--- src/rtl/divisor_arbiter.sv ---
// divisor_arbiter: shares one iterative divider among N_REQ requesters.
// Round-robin grant, operand latch, Start/Done sequencing, local divide-by-zero
// handling and a watchdog that aborts a division that never finishes.
module divisor_arbiter #(
  parameter int N_REQ   = 4,
  parameter int SIZE    = 32,
  parameter int TIMEOUT = 64
) (
  input  logic                  CLK,
  input  logic                  RSTa,
  input  logic [N_REQ-1:0]      req,
  input  logic [N_REQ*SIZE-1:0] num_in,
  input  logic [N_REQ*SIZE-1:0] den_in,
  output logic [N_REQ-1:0]      ack,
  output logic [SIZE-1:0]       coc_out,
  output logic [SIZE-1:0]       res_out,
  output logic                  err_out,
  output logic                  busy,
  output logic                  div_start,
  output logic [SIZE-1:0]       div_num,
  output logic [SIZE-1:0]       div_den,
  input  logic [SIZE-1:0]       div_coc,
  input  logic [SIZE-1:0]       div_res,
  input  logic                  div_done
);
  localparam int IW = (N_REQ > 1) ? $clog2(N_REQ) : 1;
  localparam int WW = $clog2(TIMEOUT + 1);

  localparam logic [1:0] S_IDLE  = 2'd0;
  localparam logic [1:0] S_START = 2'd1;
  localparam logic [1:0] S_WAIT  = 2'd2;
  localparam logic [1:0] S_RESP  = 2'd3;

  // Packed per-requester views of the flat operand buses.
  logic [N_REQ-1:0][SIZE-1:0] num_a, den_a;
  assign num_a = num_in;
  assign den_a = den_in;

  logic [1:0]      state;
  logic [IW-1:0]   rr_ptr, idx, win;
  logic [SIZE-1:0] num_r, den_r;
  logic [WW-1:0]   wdog;
  int              j;

  // Winner: first requester set, scanning upward from rr_ptr with wrap.
  always_comb begin
    win = '0;
    j   = 0;
    for (int k = N_REQ - 1; k >= 0; k--) begin
      j = int'(rr_ptr) + k;
      if (j >= N_REQ) j = j - N_REQ;
      if (req[j]) win = IW'(j);
    end
  end

  // Arbiter FSM; results and error flag are registered at the edge into RESP.
  always_ff @(posedge CLK or negedge RSTa) begin
    if (!RSTa) begin
      state   <= S_IDLE;
      rr_ptr  <= '0;
      idx     <= '0;
      num_r   <= '0;
      den_r   <= '0;
      wdog    <= '0;
      coc_out <= '0;
      res_out <= '0;
      err_out <= 1'b0;
    end else begin
      case (state)
        S_IDLE: if (|req) begin
          idx   <= win;
          num_r <= num_a[win];
          den_r <= den_a[win];
          if (den_a[win] == '0) begin
            // Divide-by-zero never reaches the divider.
            coc_out <= '1;
            res_out <= num_a[win];
            err_out <= 1'b1;
            state   <= S_RESP;
          end else begin
            state <= S_START;
          end
        end
        S_START: begin
          wdog  <= '0;
          state <= S_WAIT;
        end
        S_WAIT: begin
          if (div_done) begin
            coc_out <= div_coc;
            res_out <= div_res;
            err_out <= 1'b0;
            state   <= S_RESP;
          end else if (wdog == WW'(TIMEOUT - 1)) begin
            // Hung divider: report an error with zeroed results.
            coc_out <= '0;
            res_out <= '0;
            err_out <= 1'b1;
            state   <= S_RESP;
          end else begin
            wdog <= wdog + WW'(1);
          end
        end
        default: begin
          rr_ptr <= (idx == IW'(N_REQ - 1)) ? '0 : idx + IW'(1);
          state  <= S_IDLE;
        end
      endcase
    end
  end

  assign busy      = (state != S_IDLE);
  assign div_start = (state == S_START);
  assign div_num   = num_r;
  assign div_den   = den_r;

  // One-hot completion pulse decoded from state and the latched winner.
  for (genvar g = 0; g < N_REQ; g++) begin : g_ack
    assign ack[g] = (state == S_RESP) && (idx == IW'(g));
  end

endmodule
--- config.mk ---
export PLATFORM = sky130hd
export DESIGN_NAME = divisor_arbiter
export DESIGN_NICKNAME = d
export VERILOG_FILES = /design/src/rtl/divisor_arbiter.sv
export SDC_FILE = /design/constraint.sdc
export NUM_CORES = 1
export LEC_CHECK = 0
export ABC_AREA = 1
export CAP_MARGIN = 0
export CORE_AREA = 3 3 179 181
export CTS_CLUSTER_SIZE = 10
export DETAILED_ROUTE_END_ITERATION = 8
export DIE_AREA = 0 0 182 184
export GPL_TIMING_DRIVEN = 1
export HOLD_SLACK_MARGIN = 0.05
export PLACE_DENSITY = 0.6
export SETUP_SLACK_MARGIN = 0.5
export SLEW_MARGIN = 30
export SYNTH_ARGS = -nofsm -noshare
export SYNTH_HDL_FRONTEND = slang
export SYNTH_SLANG_ARGS = --single-unit
--- constraint.sdc ---
create_clock -name CLK -period 2.45 [get_ports CLK]
set_input_delay 0.3675 -clock CLK [delete_from_list [all_inputs] [get_ports CLK]]
set_output_delay 0.3675 -clock CLK [all_outputs]
set_load 0.05 [all_outputs]
=== After elaboration in Yosys (flattened, before gate mapping) ===
Cells that the tools add are included.

* Register bits after elaboration: 142
* Input port bits: 327
* Output and inout bits: 135
* Word-level logic and storage cells: 102

* Reductions and logical operators: 16
* Add/sub/neg operators: 9
* Mux-type cells: 47
* Order comparisons: 9
* Eq/ne operators: 12

{| class="wikitable"
|+ Operators with widths
! cell !! count
|-
| $mux 32 || 13
|-
| $bmux 32 s2 || 2
|-
| $lt 32x4->1 const B || 4
|-
| $pmux 32 s2 || 2
|-
| $logic_not 32->1 || 1
|-
| $mux 2 || 9
|-
| $mux 7 || 2
|-
| $pmux 7 s2 || 1
|-
| $mux 1 || 12
|-
| $sub 3x3->4 const B || 3
|-
| $ge 3x3->1 const B || 3
|-
| $bmux 1 s2 || 4
|-
| $eq 2x2->1 const B || 4
|-
| $ne 2x2->1 const B || 4
|-
| $add 7x1->7 const B || 1
|-
| $eq 7x6->1 const B || 1
|-
| $add 2x2->3 const B || 2
|-
| $pmux 2 s3 || 1
|-
| $reduce_bool 2->1 || 3
|-
| $eq 2x1->1 const B || 2
|-
| $logic_and 1x1->1 || 4
|-
| $logic_not 2->1 || 2
|-
| $reduce_and 2->1 || 2
|-
| $reduce_and 4->1 || 1
|-
| 10 further kinds || 10
|}

=== Depth between registers and ports, before layout ===
* Depth after elaboration: 16
* Gate-level depth with buffers: 25
* Depth with buffers taken out: 20

=== Worst setup path after synthesis ===
No wires, ideal clock.

* Path type: register to register
* Start point: reg rr_ptr[0]
* End point: reg coc_out[0]
* Path buffers: 5
* Cell stages (with the launch flop): 24
* Path slack: 0.005 ns
* Arrival time: 2.326 ns
* Period minus slack after synthesis: 2.445 ns
* Required time: 2.331 ns
* Setup time: 0.119 ns
* Path through: dfrtp_1 buf_6 o21ai_1 nand2_1 nand3_2 nand2_1 nand2_2 nand2_2 buf_6 buf_4 nand2_1 nand3_1 nand2_1 nand2_1 nor2_1 nand2_1 nor2_1 nand2_1 nand2_1 nand2_1 buf_4 buf_6 nand2_1 nand2_1

* Longest elaborated chain between the ends: 15
* Elaborated cells on any way between the ends: 36
* Classes of those cells: 7 x add/sub; 4 x order compare; 1 x eq/ne; 22 x mux; 2 x reduce/logical

{| class="wikitable"
|+ RTL lines
! item !! RTL line !! text
|-
| from (decl) || 40 || <nowiki>logic [IW-1:0] rr_ptr, idx, win;</nowiki>
|-
| from (signal assigned) || 105 || <nowiki>rr_ptr <= (idx == IW'(N_REQ - 1)) ? '0 : idx + IW'(1);</nowiki>
|-
| $add 2x2->3 || 50 || <nowiki>j = int'(rr_ptr) + k;</nowiki>
|-
| $sub 3x3->4 or $ge 3x3->1 (tied branches) || 51 || <nowiki>if (j >= N_REQ) j = j - N_REQ;</nowiki>
|-
| $mux 32 || 51 ||
|-
| $bmux 1 s2 || 52 || <nowiki>if (req[j]) win = IW'(j);</nowiki>
|-
| $mux 1 (not written as such) (2 in a row) || 52 ||
|-
| $mux 2 (3 in a row) || 52 ||
|-
| $mux 2 (*) || 52 ||
|-
| $bmux 32 s2 (*) || 74 || <nowiki>if (den_a[win] == '0) begin</nowiki>
|-
| $mux 32 (not written as such) (*) || 74 ||
|-
| $logic_not 32->1 (*) || 74 ||
|-
| $ne 2x2->1 (no source line) (*) || n/a ||
|-
| $reduce_and 4->1 (no source line) (*) || n/a ||
|-
| to (signal assigned) || 90 || <nowiki>coc_out <= div_coc;</nowiki>
|-
| to (decl) || 15 || <nowiki>output logic [SIZE-1:0] coc_out,</nowiki>
|}

Mark *: on every way between the ends. The rest lies on a longest branch, timed or not. The select of a mux whose other input is x is not followed.
A chain may end at the register's enable or synchronous reset.

=== Final worst setup path ===
* Start point: reg rr_ptr[0]
* End point: reg res_out[13]

* Longest elaborated chain between the ends: 15
* Elaborated cells on any way between the ends: 41
* Classes of those cells: 7 x add/sub; 4 x order compare; 1 x eq/ne; 27 x mux; 2 x reduce/logical

{| class="wikitable"
|+ RTL lines
! item !! RTL line !! text
|-
| $add 2x2->3 || 50 ||
|-
| $sub 3x3->4 or $ge 3x3->1 (tied branches) || 51 ||
|-
| $mux 32 || 51 ||
|-
| $bmux 1 s2 || 52 ||
|-
| $mux 1 (not written as such) (2 in a row) || 52 ||
|-
| $mux 2 (3 in a row) || 52 ||
|-
| $mux 2 (*) || 52 ||
|-
| $bmux 32 s2, on equally long branches || 74, 77 ||
|-
| $mux 32, on equally long branches || 74, 77 ||
|-
| $logic_not 32->1 or $mux 32 (tied branches) || 74 ||
|-
| $ne 2x2->1 (no source line) or $mux 32 (tied branches) || n/a ||
|-
| $reduce_and 4->1 (no source line) or $pmux 32 s2 (tied branches) || n/a ||
|-
| to (signal assigned) || 77 || <nowiki>res_out <= num_a[win];</nowiki>
|-
| to (signal assigned) || 91 || <nowiki>res_out <= div_res;</nowiki>
|-
| to (decl) || 16 || <nowiki>output logic [SIZE-1:0] res_out,</nowiki>
|}

Marked as above.

==> metrics <==
status=finished with violations; failing checks=setup timing; GRT overflow=0; Post-DP HPWL=around 30 mm; Root Driver=clkbuf_16; most frequent cells in the layout=nand2_1 (477), clkdlybuf4s50_1 (372), nand3_1 (230), dfrtp_1 (141), o21ai_0 (83); final worst path period share=118.3%; DRC=0; initial antenna violation count=3; Max IR drop VDD=approximately 780 uV; Vias/cell=4.895; register area share after synthesis=between 40% and 50%; Post-DRT Antenna Nets=0; Slew Viols, Final=0; clk slew on worst S/H paths=roughly 70 ps; Die Area=0.03349 mm2; Logic pwr share=about three quarters; number of global-route vias before repair=~10000; Post-Synthesis Cells=roughly 1200; H-tree Lvls=4; first-pass GRT wire length=just over 60 mm; Net Count, Synth=1573; max-cap violation count=0; Area Growth Syn to Fin=77.97%; fin util=a little over 50%; Int Pwr=about 0.013 W; syn avg cell area=7.026 um2; type of the most critical hold path=input port to async pin; Fin Clk Skew=~15 ps; total CTS buffers=17; Max Clk Rate=0.3449 GHz; CP Data Arrival Time=3210 ps; DR vias=around 10000; register bit count reported by yosys=approximately 140; routed length per instance=roughly 19 um; Cell variety after synth=30; I/O Buffers=around 460; Worst EP required=2760 ps; Pleak=between 7 and 8 nW; Worst-Skew Late Latency=430 ps; Filler cells=a little under 3000; Final GP Congestion=a little under 0.9; max_slew headroom=between 50 and 60%; Period minus WS final=2899 ps; CTS sink count=about 140; Die Span X=roughly 180 um; maximum fanout along the worst path=23; final hold viol count=0; maximum root-to-sink buffer count=2; CTS tree=done; total power draw=between 0.02 and 0.03 W; Sw Pwr=approximately 0.015 W; Row Count=64; min setup slack post-route=-449.3 ps; final net count=between 2000 and 2500; Initial DRT Pass Iterations=5; pin count of the biggest net entering global routing=71; Switching Share=between 50% and 60%; Die Ht=between 150 and 200 um; Detailed Route WL=approximately 40 mm; Clock Power Share=9.8%; Worst Max-Slew Pin Slew=~650 ps; Ports=roughly 460; Critical Path End Type=register; sequential power share=15.4%; CORE AREA=~0.031 mm2; share of cells above drive strength 1=about an eighth; yosys warns=0; startpoint types=register; RSZ-0062 raised after global routing=true; Setup Viol. Count Final=between 90 and 100; DP Worst Slack=-863.3 ps; most common cell after layout, fill and taps aside=nand2_1; Detailed Route Iter0 Violations=around 750; initial core utilization=between 20% and 30%; Global Route Usage Sum=between 20% and 30%; Mapped Area=between 0.008 and 0.009 mm2; WS Path Type=register to register; pwr dens=approximately 1800 mW/mm2
sequential cells by signal, summed over array words and instances (netlist names), 2 cells and up:
| name | cells |
|---|---|
| div_num | 32 |
| div_den | 32 |
| wdog | 7 |
| rr_ptr | 2 |
| coc_out | 32 |
| state | 2 |
| res_out | 32 |
| idx | 2 |
routing by layer:
layer | up-vias | GRT usage, % | wire length [um]
li1 | 5106 | - | -
met1 | 4830 | 27.01 | 15720
met2 | 455 | 42.32 | 20830
met3 | 60 | 6.055 | 3213
met4 | 4 | 8.013 | 1239
met5 | - | 0 | 27
Yosys cell counts:
cell type | count | area [um2]
a21boi_1 | 1 | 7.510
a21oi_1 | 37 | 185.2
nand4_1 | 2 | 12.51
inv_2 | 3 | 11.26
o22ai_1 | 1 | 6.260
buf_1 | 3 | 11.26
nor4_1 | 1 | 6.260
a31oi_2 | 1 | 12.51
and2_4 | 1 | 8.760
nand2_2 | 2 | 12.51
buf_2 | 30 | 150.1
ha_1 | 10 | 125.1
nor3_1 | 4 | 20.02
a32o_1 | 32 | 320.3
inv_4 | 1 | 6.260
o21ai_0 | 102 | 510.5
buf_4 | 8 | 60.06
inv_1 | 22 | 82.58
nand2b_1 | 1 | 6.260
nand2_1 | 508 | 1907
nand3_1 | 238 | 1191
o21ai_1 | 1 | 5.000
clkbuf_1 | 46 | 172.7
buf_6 | 16 | 180.2
dfrtp_1 | 142 | 3553
nor3b_1 | 4 | 30.03
o31ai_1 | 1 | 7.510
or2_2 | 1 | 6.260
nand3_2 | 2 | 20.02
nor2_1 | 15 | 56.30
what timing repair did:
item,4_1_cts,5_1_grt
pin swaps,12,7
gates cloned,9,1
hold buffers,1,0
hold endpoints to repair,52,0
setup buffers,5,6
endpoints found under the setup margin,265,221
resized for setup,116,73
kinds of logic (layout without fill, tap and decap cells):
group                    after synthesis  count (layout)  synth area share, %
AO/OA/AOI/OAI                        176             176                12.15
buffers and inverters                129             632                7.765
adder cells (fa/ha/maj)               10              10                1.441
flip-flops                           142             142                40.92
AND/OR/NAND/NOR                      779             779                37.73
other                                  0               1                    0
per-stage QoR:
step	std cells	setup TNS, ps	hold slack [ps]	area [um2]
2_1_floorplan	1236	0	71.91	8827
3_3_place_gp	2081	-71900	396.5	14150
3_5_place_dp	2081	-72700	395.7	14150
4_1_cts	2128	-29000	469.3	15170
5_1_grt	2136	-47200	486.0	15460
6_report	2136	-32380	465.7	15460
power groups by stage:
stage	clock (W)	combinational [W]	sequential, W
4_1_cts	0.00281	0.0204	0.00429
3_5_place_dp	0	0.0193	0.00433
3_3_place_gp	0	0.0192	0.00430
5_1_grt	0.00290	0.0225	0.00441
6_report	0.00273	0.0209	0.00428
2_1_floorplan	0	0.00877	0.00785
final cells by class:
class                      instances  area, um2  area share [%]
clock inverter                    14      168.9           1.093
multi-input combinational        965       4747           30.71
antenna                            1      2.502         0.01619
tap                              396      495.5           3.206
clock buffer                      18      439.2           2.841
inverter                          26      105.1          0.6800
timing repair buffer             574       5943           38.45
sequential                       142       3555           23.00
path summary, 6_finish.rpt:
| check | start | endpoint | slack, ps | depth (start not counted) |
|---|---|---|---|---|
| max | rr_ptr[0] | res_out[13] | -450 | 21 |
| min | RSTa | div_den[29] | 470 | 2 |
| max reg2reg | rr_ptr[0] | res_out[13] | -450 | 21 |
| min reg2reg | coc_out[27] | coc_out[27] | 470 | 2 |
| max in group asynchronous | RSTa | div_num[29] | 1160 | 3 |
| min in group CLK | coc_out[27] | coc_out[27] | 470 | 2 |
critical path: stages (launching register included):
cell and delay [ps]:
dfrtp_2 500, inv_4 120, nand2_1 60, nand2_1 80, nand2_2 80, nand2_1 90
inv_2 50, a31oi_4 250, buf_12 190, buf_4 130, nand3_1 90, nand2_2 120
nand2_1 70, nor2_1 110, nand2_1 70, nor2_2 150, nand2_2 80, nand2_4 130
nand2_8 100, buf_12 180, nand2_1 60, nand2_1 50
No activity file was read; power rests on OpenSTA's default activity.
==> RTL edit 1, RTL diff (same settings) <==
The parameter `TIMEOUT` goes from 64 to 32.
--- a/src/rtl/divisor_arbiter.sv
+++ b/src/rtl/divisor_arbiter.sv
@@ -5,5 +5,5 @@
   parameter int N_REQ   = 4,
   parameter int SIZE    = 32,
-  parameter int TIMEOUT = 64
+  parameter int TIMEOUT = 32
 ) (
   input  logic                  CLK,
Check against the original RTL: same outputs for any inputs over 4 cycles, from zero or initial values and one cycle with RSTa low; that may be too few to reach the edited logic, so the function may still have changed.
==> RTL edit 1 against the unedited design <==
Via count up 1.2%. Cell count up 0.19%. Routed wire length rose by 2.2%. Area after synthesis shrank 0.98%. Sequential cell count fell by 1. Highest routed layer unchanged. Setup slack better by 5.2 ps. Combinational power rose by 3%. Synthesized cell count is 0.24% lower. Total power increased by 2.1%. Clock skew down 3.9 ps. Critical path depth rose by 1. The run still ends with setup timing left. Count of clock-buffer cells in the layout did not move. Design area increased by 0.24%.
==> RTL edit 1: results (changes against the unedited design) <==
status complete, but fails checks; failing checks setup timing; clk_lat worst skew 440 ps; Post-Syn Nets 1570 (-0.19%); Most used DFF post-synth dfrtp_1; CTS max path bufs 2 (unchanged); met3 GRT Util 5.20% (-0.85 points); Hold WS 409 ps (-56.5 ps); Initial DRC Count 640 (-14%); Routed WL per cell 19.6 um (+2.0%); GRT Overall Usage 23.3% (-0.16 points); fin nets 2061 (-0.097%); Peak VDD IR 0.000881 V (+12%); largest net degree at the start of global routing 74 (+4.2%); sum of negative setup slack -29390 ps (+2990 ps); CTS Buf Count 17 (unchanged); Reg clk slew, reported paths 60 ps; Area contributors post-synth dfrtp_1 (41%), nand2_1 (22%), nand3_1 (14%); FF-to-FF path depth 22 (+4.8%); RD Place Congestion 0.860 (-1.0%); initial antenna violation count 8 (+5); vias in the first global route 10200 (-2.0%); first-pass GRT wire length 60400 um (-1.2%); crit path max-delay cell type dfrtp_2; Crit Path Max Fanout 16 (-30%); I/O Buffers 461 (unchanged); P_leak 7.06 nW (-4.0%); Pint 13.4 mW (+2.6%); Hold Path Class input port to register; CP peak stage delay 490 ps; min setup slack post-route -444 ps (+5.18 ps); crit path DAT 3270 ps (+60 ps); DP Worst Slack -960 ps (-96.6 ps); register area share after synthesis 41.0% (+0.11 points); placed cell area 14100 sq um (-0.53%); WHS Path Cells 6; worst slew margin relative to its limit 48.8% (-8.0 points); met1 Use GR 27.8% (+0.84 points); min-delay src div_done; Netlist cell types 26 (-13%); routing usage on met2 40.5% (-1.8 points); Via-to-Cell Ratio 4.94 (+1.0%); Pre-antenna DRT Iters 5 (unchanged); Endpoint, Worst Hold wdog[2]; worst reg2reg path startpoint rr_ptr[0]; YS warnings 0 (unchanged); Top delay family on crit path simple AND/OR/NAND/NOR gates; Final HPWL DP 30600 um (+3.0%); Synth async-reset ratio 100% (unchanged); H-tree depth 4 (unchanged); layout cell share with drive strength beyond 1 15.2% (+2.5 points); Critical R2R Capture res_out[6]; clock root cell clkbuf_16; final setup vio count 97 (-1.0%); Commonest cells post-synth nand2_1 (508), nand3_1 (237), dfrtp_1 (141); Clock Skews 11.3 ps (-3.88 ps)
==> RTL edit 1: cell types whose count changed after synthesis, sizes merged, moves of 2 or more <==
cell / before / now
nand4: 2 / 0
nor3b: 4 / 0
o21ai: 103 / 105
clkbuf: 46 / 42
nor2: 15 / 21
nand3: 240 / 238
inv: 26 / 28
buf: 57 / 60
==> RTL edit 1: metal layers <==
metal	vias to the layer above	part of all wire [%]	wire length, um
met5	-	0.064	27
met2	459	50	21100
met3	67	7.3	3070
li1	5100	-	-
met4	4	3.6	1500
met1	4950	39	16200
==> RTL edit 1: layout make-up <==
class                           instances  area [sq um]
Antenna cell                            7          17.5
Timing Repair Buffer                  574          5910
Sequential cell                       141          3530
Multi-Input combinational cell        962          4840
Inverter                               28           110
Clock buffer                           18           429
Tap cell                              396           495
Fill cell                            2961         15100
Clock inverter                         14           158
==> RTL edit 1: power by group through the flow <==
stage               Combinational (mW)  Clock, mW  Sequential [mW]
finish                            21.5       2.64             4.26
global route                      23.2       2.80             4.40
CTS                               19.8       2.69             4.26
detailed placement                19.3          0             4.30
global placement                  19.1          0             4.28
floorplan                         8.45          0             7.82
==> RTL edit 1: cells by family after synthesis <==
| family | count (synthesis) | synth area share [%] |
|---|---|---|
| buf+inv | 130 | 7.48 |
| flops | 141 | 41.0 |
| simple gates | 773 | 37.5 |
| compound gates | 179 | 12.5 |
| fa+ha+maj | 10 | 1.45 |
==> RTL edit 1: worst max path at each step <==
stage	from	to	slack, ps
after floorplan	rr_ptr[0]	coc_out[0]	40
after global placement	req[1]	coc_out[23]	-880
after detailed placement	req[3]	res_out[25]	-960
after CTS	rr_ptr[0]	res_out[4]	-410
after global routing	rr_ptr[0]	res_out[20]	-620
final	rr_ptr[0]	res_out[6]	-440
==> RTL edit 1: what timing repair did <==
action                                 CTS  global route
pin swaps                                6            21
cloned                                   2             8
setup buffers                            3            16
hold buffers                             1             0
setup endpoints to repair              265           223
endpoints found under the hold margin   51             0
resized for setup                      105           123
==> RTL edit 1: per-stage QoR <==
step           utilization (%)  cells
5_1_grt                   50.6   2139
3_3_place_gp              46.0   2071
6_report                  50.7   2140
4_1_cts                   48.5   2109
3_5_place_dp              46.0   2071
2_1_floorplan                -   1233
==> RTL edit 1: worst min-delay path, stage by stage <==
cell	delay, ps
buf_2	80
inv_1	40
nand2_1	110
a21oi_2	90
nand2_1	60
a21oi_1	60
==> RTL edit 2, RTL diff (config.mk and constraints unchanged) <==
Without the edit above. Register the inputs `div_coc`, `div_res` and `div_done` before use, with the module's reset. The logic sees them one clock later. The other inputs are not delayed to match.
--- a/src/rtl/divisor_arbiter.sv
+++ b/src/rtl/divisor_arbiter.sv
@@ -31,4 +31,20 @@
   localparam logic [1:0] S_WAIT  = 2'd2;
   localparam logic [1:0] S_RESP  = 2'd3;
+
+  logic [SIZE-1:0] div_coc_q;
+  logic [SIZE-1:0] div_res_q;
+  logic div_done_q;
+
+  always_ff @(posedge CLK or negedge RSTa) begin
+    if (!RSTa) begin
+      div_coc_q  <= '0;
+      div_res_q  <= '0;
+      div_done_q <= '0;
+    end else begin
+      div_coc_q  <= div_coc;
+      div_res_q  <= div_res;
+      div_done_q <= div_done;
+    end
+  end
 
   // Packed per-requester views of the flat operand buses.
@@ -87,7 +103,7 @@
         end
         S_WAIT: begin
-          if (div_done) begin
-            coc_out <= div_coc;
-            res_out <= div_res;
+          if (div_done_q) begin
+            coc_out <= div_coc_q;
+            res_out <= div_res_q;
             err_out <= 1'b0;
             state   <= S_RESP;
Function: changed (a bounded check fails within 4 cycles, from zero or initial values and one cycle with RSTa low).
==> RTL edit 2 against the unedited design <==
First-iteration DRC count up 5.5%. Highest routed layer unchanged. Die area stayed put. Via count rose by 15%. Largest cell class unchanged. Setup slack got worse by 130 ps. The run still ends with setup timing left. Sequential cell count up 65. Design area is 26% higher. Global-route usage is 1.9 points higher. Total power is 29% higher. Routed wire length grew 20%. Area after synthesis increased by 19%.
==> RTL edit 2: results (changes against the unedited design) <==
met3 WL 3340 um (+3.9%); DP Worst Slack -887 ps (-24.2 ps); fillers 2625 (-12%); Initial DRC Count 786 (+5.5%); DRT met1 WL 18000 um (+14%); vias in the first global route 11500 (+10%); fraction of area in multi-input gates 30.2% (-0.55 points); routing usage on met2 45.4% (+3.1 points); Vias 12000 (+15%); Final non-clock buffer share 36.0% (-2.4 points); Compound-Gate Fraction of Synth Area 5.42% (-6.7 points); Final HPWL DP 31500 um (+6.0%); Peak VDD IR 0.00102 V (+30%); CP peak stage delay 450 ps (-50 ps); first-pass GRT wire length 66800 um (+9.2%); initial antenna violation count 13 (+10); RD Place Congestion 0.939 (+8.1%); adder-cell share of the synthesized area 1.21% (-0.23 points); Non-clock inverters 29 (+12%); status complete, but fails checks; fin nets 2266 (+9.8%); CTS Buf Count 25 (+8); met3 GRT Util 5.44% (-0.61 points); min setup slack post-route -574 ps (-125 ps); Comb pwr share 75.6% (+0.8 points); failing checks setup timing; final setup vio count 95 (-3.1%); CTS max path bufs 3 (+1); bufs w/o clock 637 (+11%)
RTL edit 2: cell count changes after synthesis, sizes merged, moves of 2 or more:
cell	unedited run	this run
a21oi	37	5
a32o	32	0
and3	0	2
buf	57	54
clkbuf	46	49
dfrtp	142	207
nand2	510	575
nand3	240	304
RTL edit 2: path summary, 6_finish.rpt:
check	from	to	slack (ps)	depth (start not counted)
setup / recovery	rr_ptr[0]	coc_out[6]	-570	24
hold / removal	div_res[7]	div_res_q[7]	260	1
setup reg to reg	rr_ptr[0]	coc_out[6]	-570	24
hold reg to reg	res_out[11]	res_out[11]	470	2
max in group asynchronous	RSTa	div_den[26]	1330	3
min in group asynchronous	RSTa	div_coc_q[28]	320	2
RTL edit 2: repair_timing:
item / CTS / global route
endpoints found under the setup margin: 267 / 244
pin swaps: 8 / 88
gates cloned: 11 / 27
resized for setup: 164 / 366
endpoints found under the hold margin: 45 / 0
hold buffers: 1 / 0
setup buffers: 33 / 27
